## config.mk

```make
export PLATFORM = sky130hd
export DESIGN_NAME = paddle_mover
export DESIGN_NICKNAME = d
export VERILOG_FILES = /design/src/rtl/paddle_pkg.sv /design/src/rtl/paddle_mover_pending_ctr.sv /design/src/rtl/paddle_mover.sv
export SDC_FILE = /design/constraint.sdc
export NUM_CORES = 1
export LEC_CHECK = 0
export BUFFER_PORTS_ARGS = -buffer_cell sky130_fd_sc_hd__buf_2
export CAP_MARGIN = 10
export CORE_ASPECT_RATIO = 0.6
export CORE_MARGIN = 8
export CORE_UTILIZATION = 60
export CTS_BUF_LIST = sky130_fd_sc_hd__clkbuf_16
export CTS_CLUSTER_SIZE = 10
export DETAILED_ROUTE_END_ITERATION = 10
export GPL_TIMING_DRIVEN = 0
export PLACE_DENSITY = 0.8
export RECOVER_POWER = 25
export SLEW_MARGIN = 20
export SYNTH_ARGS = -nofsm -noshare
export SYNTH_HDL_FRONTEND = slang
export SYNTH_SLANG_ARGS = --single-unit
```

## constraint.sdc

```tcl
create_clock -name vgaclk -period 5.57 [get_ports vgaclk]
set_input_delay 1.114 -clock vgaclk [delete_from_list [all_inputs] [get_ports vgaclk]]
set_output_delay 1.114 -clock vgaclk [all_outputs]
set_load 0.01 [all_outputs]
```

## src/rtl/paddle_pkg.sv

```systemverilog
// paddle_pkg: shared paddle FSM states and default geometry.
// Reused by the renderer and the collision logic.
package paddle_pkg;

    typedef enum logic [1:0] {
        IDLE,
        ARMED,
        UPDATE
    } state_e;

    localparam int POS_W_DEF    = 10;
    localparam int POS_MIN_DEF  = 0;
    localparam int POS_MAX_DEF  = 440;
    localparam int POS_INIT_DEF = 220;
    localparam int STEP_DEF     = 16;
    localparam int PEND_W_DEF   = 3;

endpackage

```

## src/rtl/paddle_mover_pending_ctr.sv

```systemverilog
// pending_ctr: saturating signed up/down counter of queued moves.
// consume_dir_i[0] takes one positive request, [1] one negative.
module pending_ctr
    import paddle_pkg::*;
#(
    parameter int W = PEND_W_DEF
) (
    input  logic                vgaclk,
    input  logic                reset,
    input  logic                inc_i,
    input  logic                dec_i,
    input  logic [1:0]          consume_dir_i,
    input  logic                clear_i,
    output logic signed [W-1:0] count_o,
    output logic signed [W-1:0] next_o
);
    localparam int LIM = 2 ** (W - 1) - 1;

    logic signed [W-1:0] count_q;
    logic signed [W-1:0] count_d;
    int                  sum;

    always_comb begin
        sum = int'(count_q) + int'(inc_i) - int'(dec_i);
        if (consume_dir_i[0]) sum = sum - 1;
        if (consume_dir_i[1]) sum = sum + 1;
        if (sum > LIM) sum = LIM;
        if (sum < -LIM) sum = -LIM;
        // a clamped step drops the backlog but keeps a fresh opposite pulse
        if (clear_i) begin
            sum = consume_dir_i[0] ? -int'(dec_i) : int'(inc_i);
        end
        count_d = W'(sum);
    end

    always_ff @(posedge vgaclk) begin
        if (reset) count_q <= '0;
        else       count_q <= count_d;
    end

    assign count_o = count_q;
    assign next_o  = count_d;

endmodule

```

## src/rtl/paddle_mover.sv

```systemverilog
// paddle_mover: applies queued left/right moves once per frame tick.
// Define PADDLE_WRAP_EN to wrap at the bounds instead of saturating.
module paddle_mover
    import paddle_pkg::*;
#(
    parameter int POS_W    = POS_W_DEF,
    parameter int POS_MIN  = POS_MIN_DEF,
    parameter int POS_MAX  = POS_MAX_DEF,
    parameter int POS_INIT = POS_INIT_DEF,
    parameter int STEP     = STEP_DEF,
    parameter int PEND_W   = PEND_W_DEF
) (
    input  logic             vgaclk,
    input  logic             reset,
    input  logic             left_pulse,
    input  logic             right_pulse,
    input  logic             frame_tick,
    output logic [POS_W-1:0] pos,
    output logic             moving,
    output logic             at_min,
    output logic             at_max
);
    localparam logic [POS_W:0] MIN_X  = (POS_W + 1)'(POS_MIN);
    localparam logic [POS_W:0] MAX_X  = (POS_W + 1)'(POS_MAX);
    localparam logic [POS_W:0] STEP_X = (POS_W + 1)'(STEP);
    localparam logic [POS_W:0] SPAN_X = (POS_W + 1)'(POS_MAX - POS_MIN + 1);

    state_e             state_q;
    logic [POS_W-1:0]   pos_q;
    logic               moving_q;
    logic               at_min_q;
    logic               at_max_q;

    logic signed [PEND_W-1:0] pend_q;
    logic signed [PEND_W-1:0] pend_next;
    logic                     pend_nz;
    logic                     go_up;
    logic                     go_dn;
    logic                     clamp;
    logic [POS_W:0]           up_sum;
    logic [POS_W:0]           target_d;

    assign go_up   = (state_q == UPDATE) && !pend_q[PEND_W-1]
                     && (pend_q != '0);
    assign go_dn   = (state_q == UPDATE) && pend_q[PEND_W-1];
    assign pend_nz = (pend_next != '0);

    pending_ctr #(
        .W(PEND_W)
    ) u_pend (
        .vgaclk       (vgaclk),
        .reset        (reset),
        .inc_i        (right_pulse),
        .dec_i        (left_pulse),
        .consume_dir_i({go_dn, go_up}),
        .clear_i      (clamp),
        .count_o      (pend_q),
        .next_o       (pend_next)
    );

    always_comb begin
        up_sum   = {1'b0, pos_q} + STEP_X;
        target_d = {1'b0, pos_q};
        clamp    = 1'b0;
        if (go_up) begin
            if (up_sum > MAX_X) begin
`ifdef PADDLE_WRAP_EN
                target_d = up_sum - SPAN_X;
`else
                target_d = MAX_X;
                clamp    = 1'b1;
`endif
            end else begin
                target_d = up_sum;
            end
        end else if (go_dn) begin
            // compare before subtracting so the left step never underflows
            if ({1'b0, pos_q} < MIN_X + STEP_X) begin
`ifdef PADDLE_WRAP_EN
                target_d = {1'b0, pos_q} + SPAN_X - STEP_X;
`else
                target_d = MIN_X;
                clamp    = 1'b1;
`endif
            end else begin
                target_d = {1'b0, pos_q} - STEP_X;
            end
        end
    end

    always_ff @(posedge vgaclk) begin
        if (reset) begin
            state_q  <= IDLE;
            pos_q    <= POS_W'(POS_INIT);
            moving_q <= 1'b0;
            at_min_q <= (POS_INIT == POS_MIN);
            at_max_q <= (POS_INIT == POS_MAX);
        end else begin
            moving_q <= 1'b0;
            unique case (state_q)
                IDLE: begin
                    if (pend_nz) state_q <= ARMED;
                end
                ARMED: begin
                    if (!pend_nz) begin
                        state_q <= IDLE;
                    end else if (frame_tick) begin
                        state_q  <= UPDATE;
                        moving_q <= 1'b1;
                    end
                end
                UPDATE: begin
                    pos_q    <= target_d[POS_W-1:0];
                    at_min_q <= (target_d == MIN_X);
                    at_max_q <= (target_d == MAX_X);
                    state_q  <= pend_nz ? ARMED : IDLE;
                end
                default: state_q <= IDLE;
            endcase
        end
    end

    assign pos    = pos_q;
    assign moving = moving_q;
    assign at_min = at_min_q;
    assign at_max = at_max_q;

endmodule

```

### Word-level counts from Yosys, hierarchy flattened

Index checks and enable logic that the tools add are counted.

* output and inout bits: 13
* input port bits: 5
* word-level logic and storage cells: 54
* flip-flop bits (word level): 18
* RAM bits: 0
* bits in latches: 0
* memory bits (read-only): 0
* memories: 0

* add/sub/neg operators: 7
* reduce and logical (&&, ||, !) cells: 10
* equal/unequal tests: 5
* multipliers: 0
* shifts and indexed selects: 0
* divide/modulo/power cells: 0
* magnitude comparators: 4
* multiplexer cells: 20
* bitwise gates (word level): 2

Operator list (number)
* $mux 32: 3
* $mux 11: 4
* $add 32x2->32 const B: 1
* $gt 32x3->1 const B: 1
* $lt 32x3->1 const B: 1
* $sub 32x2->32: 1
* $sub 32x2->32 const B: 1
* $add 10x5->11 const B: 1
* $eq 11x9->1 const B: 1
* $gt 11x9->1 const B: 1
* $logic_not 11->1: 1
* $sub 10x5->11 const B: 1
* $lt 10x5->1 const B: 1
* $mux 3: 3
* $mux 1: 6
* $mux 2: 3
* $pmux 2 s3: 1
* $reduce_bool 3->1: 2
* $add 3x2->4: 1
* $logic_and 1x1->1: 3
* $ne 3x3->1 const B: 1
* $neg 1->3: 1
* $reduce_or 3->1: 1
* $eq 2x1->1 const B: 1
* 6 further kinds: 7

### Depth between registers and ports, before layout

* depth in word-level cells: 14
* depth in mapped cells: 15
* depth with buffers taken out: 15

### By module

Synthesis repeated with hierarchy kept, for this count alone.

* cell total of the unflattened synthesis: 246
* area total of the unflattened synthesis: 2127.0 um2

Modules (own cells, without submodules)
* paddle_mover: cells an instance 128, seq. area each 300.3 um2, area an instance 1104.8 um2, instances 1
* pending_ctr: cells an instance 118, seq. area each 60.1 um2, area an instance 1022.2 um2, instances 1

### Worst setup path before layout

OpenSTA, ideal clock, no wires.

* path type: input -> register
* start: in right_pulse
* end: reg moving_q (netlist: moving)
* path buffers: 1
* path slack: 972 ps
* library setup time: 127 ps
* data required time: 5443 ps
* stages: 14
* arrival time: 4471 ps
* cells stage by stage: ha_1 ha_1 xnor2_1 nand4_1 ha_1 clkbuf_1 nor4b_1 and2_1 nand4_1 a211o_1 a2111oi_0 o21ai_1 nor4_4 a21oi_1

* word-level cells in the longest chain between the ends: 14
* elaborated cells on any way between the ends: 15
* those cells by class: add/sub: 4; order compare: 2; mux: 6; bitwise: 1; reduce/logical: 2

RTL lines
* from (decl): RTL line paddle_mover.sv:16 `input logic right_pulse,`
* $add 3x2->4: RTL line paddle_mover_pending_ctr.sv:24 `sum = int'(count_q) + int'(inc_i) - int'(dec_i);`
* $sub 32x2->32: RTL line paddle_mover_pending_ctr.sv:24
* $sub 32x2->32: RTL line paddle_mover_pending_ctr.sv:25 `if (consume_dir_i[0]) sum = sum - 1;`
* $mux 32: RTL line paddle_mover_pending_ctr.sv:25
* $add 32x2->32: RTL line paddle_mover_pending_ctr.sv:26 `if (consume_dir_i[1]) sum = sum + 1;`
* $mux 32: RTL line paddle_mover_pending_ctr.sv:26
* $gt 32x3->1: RTL line paddle_mover_pending_ctr.sv:27 `if (sum > LIM) sum = LIM;`
* $mux 32: RTL line paddle_mover_pending_ctr.sv:27
* $lt 32x3->1: RTL line paddle_mover_pending_ctr.sv:28 `if (sum < -LIM) sum = -LIM;`
* $mux 3: RTL line paddle_mover_pending_ctr.sv:28
* $mux 3 (*): RTL line paddle_mover_pending_ctr.sv:30 `if (clear_i) begin`
* $reduce_bool 3->1 (*): RTL line paddle_mover.sv:46 `assign pend_nz = (pend_next != '0);`
* $not 1->1 (no line) (*)
* $reduce_or 3->1 (no line) (*)
* to (signal assigned): RTL line paddle_mover.sv:95 `moving_q <= 1'b0;`
* to (signal assigned): RTL line paddle_mover.sv:99 `moving_q <= 1'b0;`
* to (signal assigned): RTL line paddle_mover.sv:109 `moving_q <= 1'b1;`
* to (decl): RTL line paddle_mover.sv:30 `logic moving_q;`

Mark *: on every way between the ends. The rest lies on a longest branch, timed or not.
A chain may end at the register's enable or synchronous reset.

### Final worst setup path

* start: in right_pulse
* end: reg state_q[1]

* word-level cells in the longest chain between the ends: 14
* elaborated cells on any way between the ends: 18
* those cells by class: add/sub: 4; order compare: 2; eq/ne: 2; mux: 8; reduce/logical: 2

RTL lines
* $add 3x2->4: RTL line paddle_mover_pending_ctr.sv:24
* $sub 32x2->32: RTL line paddle_mover_pending_ctr.sv:24
* $sub 32x2->32: RTL line paddle_mover_pending_ctr.sv:25
* $mux 32: RTL line paddle_mover_pending_ctr.sv:25
* $add 32x2->32: RTL line paddle_mover_pending_ctr.sv:26
* $mux 32: RTL line paddle_mover_pending_ctr.sv:26
* $gt 32x3->1: RTL line paddle_mover_pending_ctr.sv:27
* $mux 32: RTL line paddle_mover_pending_ctr.sv:27
* $lt 32x3->1: RTL line paddle_mover_pending_ctr.sv:28
* $mux 3: RTL line paddle_mover_pending_ctr.sv:28
* $mux 3 (*): RTL line paddle_mover_pending_ctr.sv:30
* $reduce_bool 3->1 (*): RTL line paddle_mover.sv:46
* $mux 2 (tied with other cells): RTL line paddle_mover.sv:105 `if (!pend_nz) begin`
* $pmux 2 s3 or $reduce_and 2->1 (tied branches)
* to (signal assigned): RTL line paddle_mover.sv:116 `state_q <= pend_nz ? ARMED : IDLE;`
* to (decl): RTL line paddle_mover.sv:28 `state_e state_q;`

Marked as above.

==> run_results.csv <==
group,metric,value,unit
logic_synthesis,ys_ff_latch,18,
global_routing,antenna_found_initial,0,
critical_path,cp_common_cell,"ha_1",
critical_path,cp_cell_sequence,"buf_2 > ha_1 > ha_1 > xnor2_1 > nand4_1 > ha_1 > clkbuf_1 > nor4b_2 > and2_1 > nand4_1 > a211o_1 > a2111oi_0 > o21ai_1 > nor4_4 > a21oi_1",
logic_synthesis,yosysMostFrequentCell,"nand2_1",
clock_tree,post_cts_buffers,0,
drt,drt-total-wl,6280,µm
finish,n_antenna_cell,0,
sta,setup_violations,0,
drt,vias,2373,
logic_synthesis,synth_ff_type,"dfxtp_1",
logic_synthesis,synth_top_family_by_area,"simple AND/OR/NAND/NOR gates",
hold_path,worstHoldPathCells,2,
die,initial_core_util,63.0,%
critical_path,crit_family,"simple AND/OR/NAND/NOR gates",
sta,setup_tns,0,ps
critical_path,reg2reg_depth,14,
global_routing,grt_first_pass_wirelength,10100,µm
run_status,status,"completed",
die,ios,18,
logic_synthesis,synth.cell_area,2070,µm²
power_and_ir_drop,power_leakage,0.000896,µW
drt,wl_per_cell,18.3,µm
finish,fin_util,69.6,%
die,num_rows,16,
critical_path,slowest_stage,"a2111oi_0",
sta,rsz0062_at_grt,"no",
critical_path,cp.depth,15,
sta,worst_slew_pin_slew,725,ps
logic_synthesis,synth.distinct_cells,62,
sta,period_needed,5060,ps
clock_tree,cts_num_sinks,18,
sta,fmax,0.197,GHz
critical_path,critPathArrivalTime,5190,ps
drt,drtAntennaViolNets,0,
drt,drc,0,
sta,drv_slew,0,
logic_synthesis,synth-seq-area-share,17.4,%
finish,multiInputGateArea,1620,µm²
die,fp.dieArea,5640,µm²
power_and_ir_drop,finalPower,1060,µW
power_and_ir_drop,ir_drop,0.000343,V
critical_path,cp-start-kind,"input port",
critical_path,startpoint,"right_pulse",
clock_tree,cts_tree,"built",
clock_tree,clk_path_buf_depth,2,
critical_path,reg2reg_slack,1150,ps
critical_path,cpPeakStageDelay,500,ps
logic_synthesis,synth_top_area_cell,"dfxtp_1",
sta,skew,2.04,ps
finish,area_growth,10.6,%
sta,relSlewSlack,51.5,%
sta,period_share,90.9,%
logic_synthesis,synthSimpleGateAreaFrac,33.2,%
critical_path,end_kind,"register",
die,fp.dieW,91.8,µm
drt,drtPass1Iterations,5,
drt,vias_per_cell,6.90,
critical_path,worstSetupEndpoint,"state_q[1]",
logic_synthesis,syn_area_per_cell,7.41,µm²
logic_synthesis,synth-edff-count,0,
critical_path,r2r-start,"u_pend.count_o[0]",
logic_synthesis,syn-instance-count,279,
clock_tree,cts-root-buf,"clkbuf_16",
logic_synthesis,async_reset_ff_share,0,%
logic_synthesis,synth.net_count,299,
logic_synthesis,synth_compound_area_share,29.4,%
logic_synthesis,synth_fa_ha_area_share,9.08,%
sta,hold_viol,0,
clock_tree,numCtsBuffers,3,
critical_path,worst-path-buf-inv,2,
placement,gp_congestion,0.966,
critical_path,cp_max_fo,9,
global_routing,grt_pass1_vias,2049,
global_routing,grt.overflow.total,0,
placement,dpl_worst_slack,228,ps
run,max_cap_viol_count,0,
logic_synthesis,synth_xor_area_share,4.24,%
power_and_ir_drop,cellPowerDensity,463,nW/µm²
logic_synthesis,synthTopCellsByCount,"nand2_1 (28), dfxtp_1 (18), nor2_1 (18), ha_1 (15), a21oi_1 (13)",
critical_path,reg2reg_to,"state_q[1]",
sta,worst_slack,506,ps
placement,io_buffer_count,16,
logic_synthesis,synthTopCellsByArea,"dfxtp_1 (17%), ha_1 (9.1%), nand2_1 (5.1%)",
finish,register_area,360,µm²
critical_path,path_class,"in2reg",
clock_tree,htreeDepth,1,
clock_tree,clk_latency,250,ps
clock_tree,clk_pin_slew_worst_paths,50,ps
finish,drive_gt1_share,9.36,%
logic_synthesis,synth.yosys.warnings,0,
global_routing,grt_max_degree,11,
die,core,3280,µm²
placement,dp.final_hpwl,4910,µm
drt,drt_iter0_drc,390,
logic_synthesis,muxShareOfSynthArea,1.94,%
global_routing,grt_use_total,22.0,%
finish,final_nets,320,
critical_path,cp.required,5690,ps
logic_synthesis,synth_top_area_share,17.4,%
hold_path,hp-class,"reg2reg",
die,die_y,61.5,µm
finish,num-fill-cells,304,
## cell type report
class	instances	share of cell area, %
clock buffers	3	3.28
clock inverters	1	0.164
plain buffers	16	2.79
multi-input cells	236	70.9
well taps	45	2.46
inverters	9	1.48
flip-flops and latches	18	15.8
repair buffers	16	3.12
## layer usage
layer  global-route usage [%]  part of all wire [%]  vias to the layer above
met5                        0                     0                        -
met4                     3.41                  0.46                        0
met3                     4.01                    14                        7
met2                     29.1                    37                      168
met1                     34.8                    49                     1082
li1                         -                     -                     1116
## worst min path at each step
| stage | slack [ps] | from | endpoint |
|---|---|---|---|
| after floorplan | 480 | at_min | at_min |
| after global placement | 440 | at_min | at_min |
| after detailed placement | 450 | at_min | at_min |
| after CTS | 450 | at_min | at_min |
| after global routing | 500 | at_min | at_min |
| final | 450 | at_min | at_min |
## what timing repair did
action	in CTS	in global routing
setup endpoints to repair	0	5
gates resized for setup	0	2
hold buffers	0	0
## kinds of logic after synthesis
group | Yosys count
xor+xnor | 10
simple gates | 122
compound gates | 85
fa+ha+maj | 15
flops | 18
mux | 4
buf+inv | 25
## worst reg2reg max path: stages, from the launching register on
cell and delay, ps:
dfxtp_1 340, ha_1 210, ha_1 220, xnor2_1 400, nand4_1 190, ha_1 300, clkbuf_1 230, nor4b_2 430
and2_1 290, nand4_1 200, a211o_1 320, a2111oi_0 500, o21ai_1 200, nor4_4 360, a21oi_1 110
## report_power, final
group | switching, µW | internal (µW) | total, µW
Clock | 46.6 | 95.4 | 142
Combinational | 485 | 256 | 741
Sequential | 28.2 | 148 | 176
Total | 559 | 500 | 1060
## flip-flops by register name, summed over array words and instances, names as in the netlist
name            count
moving              1
pos                10
at_min              1
at_max              1
u_pend.count_o      3
state_q             2
## cells in the final DEF, fill, tap and decap left out, types with 4 or more instances in the layout
cell,synthesis,final
nand2_1,28,28
nor2_1,18,18
clkbuf_1,11,18
dfxtp_1,18,18
ha_1,15,15
a21oi_1,13,13
buf_2,3,12
nand3_1,12,12
inv_1,9,9
nor3_1,9,9
o21ai_0,9,9
and3_1,8,8
xor2_1,6,6
and2_1,5,5
or2_2,5,5
o21a_1,5,5
o211ai_1,5,5
o31ai_1,5,5
xnor2_1,4,4
mux2i_1,4,4
nand4_1,4,4
a32oi_1,4,4
o21ai_1,4,4
a31oi_1,4,4
o311ai_0,4,4
or3_1,4,4
## per-stage QoR
step | cell area [µm²] | std cells | hold WS [ps]
floorplan | 2070 | 279 | 481
global placement | 2200 | 340 | 444
detailed placement | 2200 | 340 | 446
CTS | 2280 | 344 | 453
global route | 2290 | 344 | 496
finish | 2290 | 344 | 453
(Power assumes the default switching activity.)
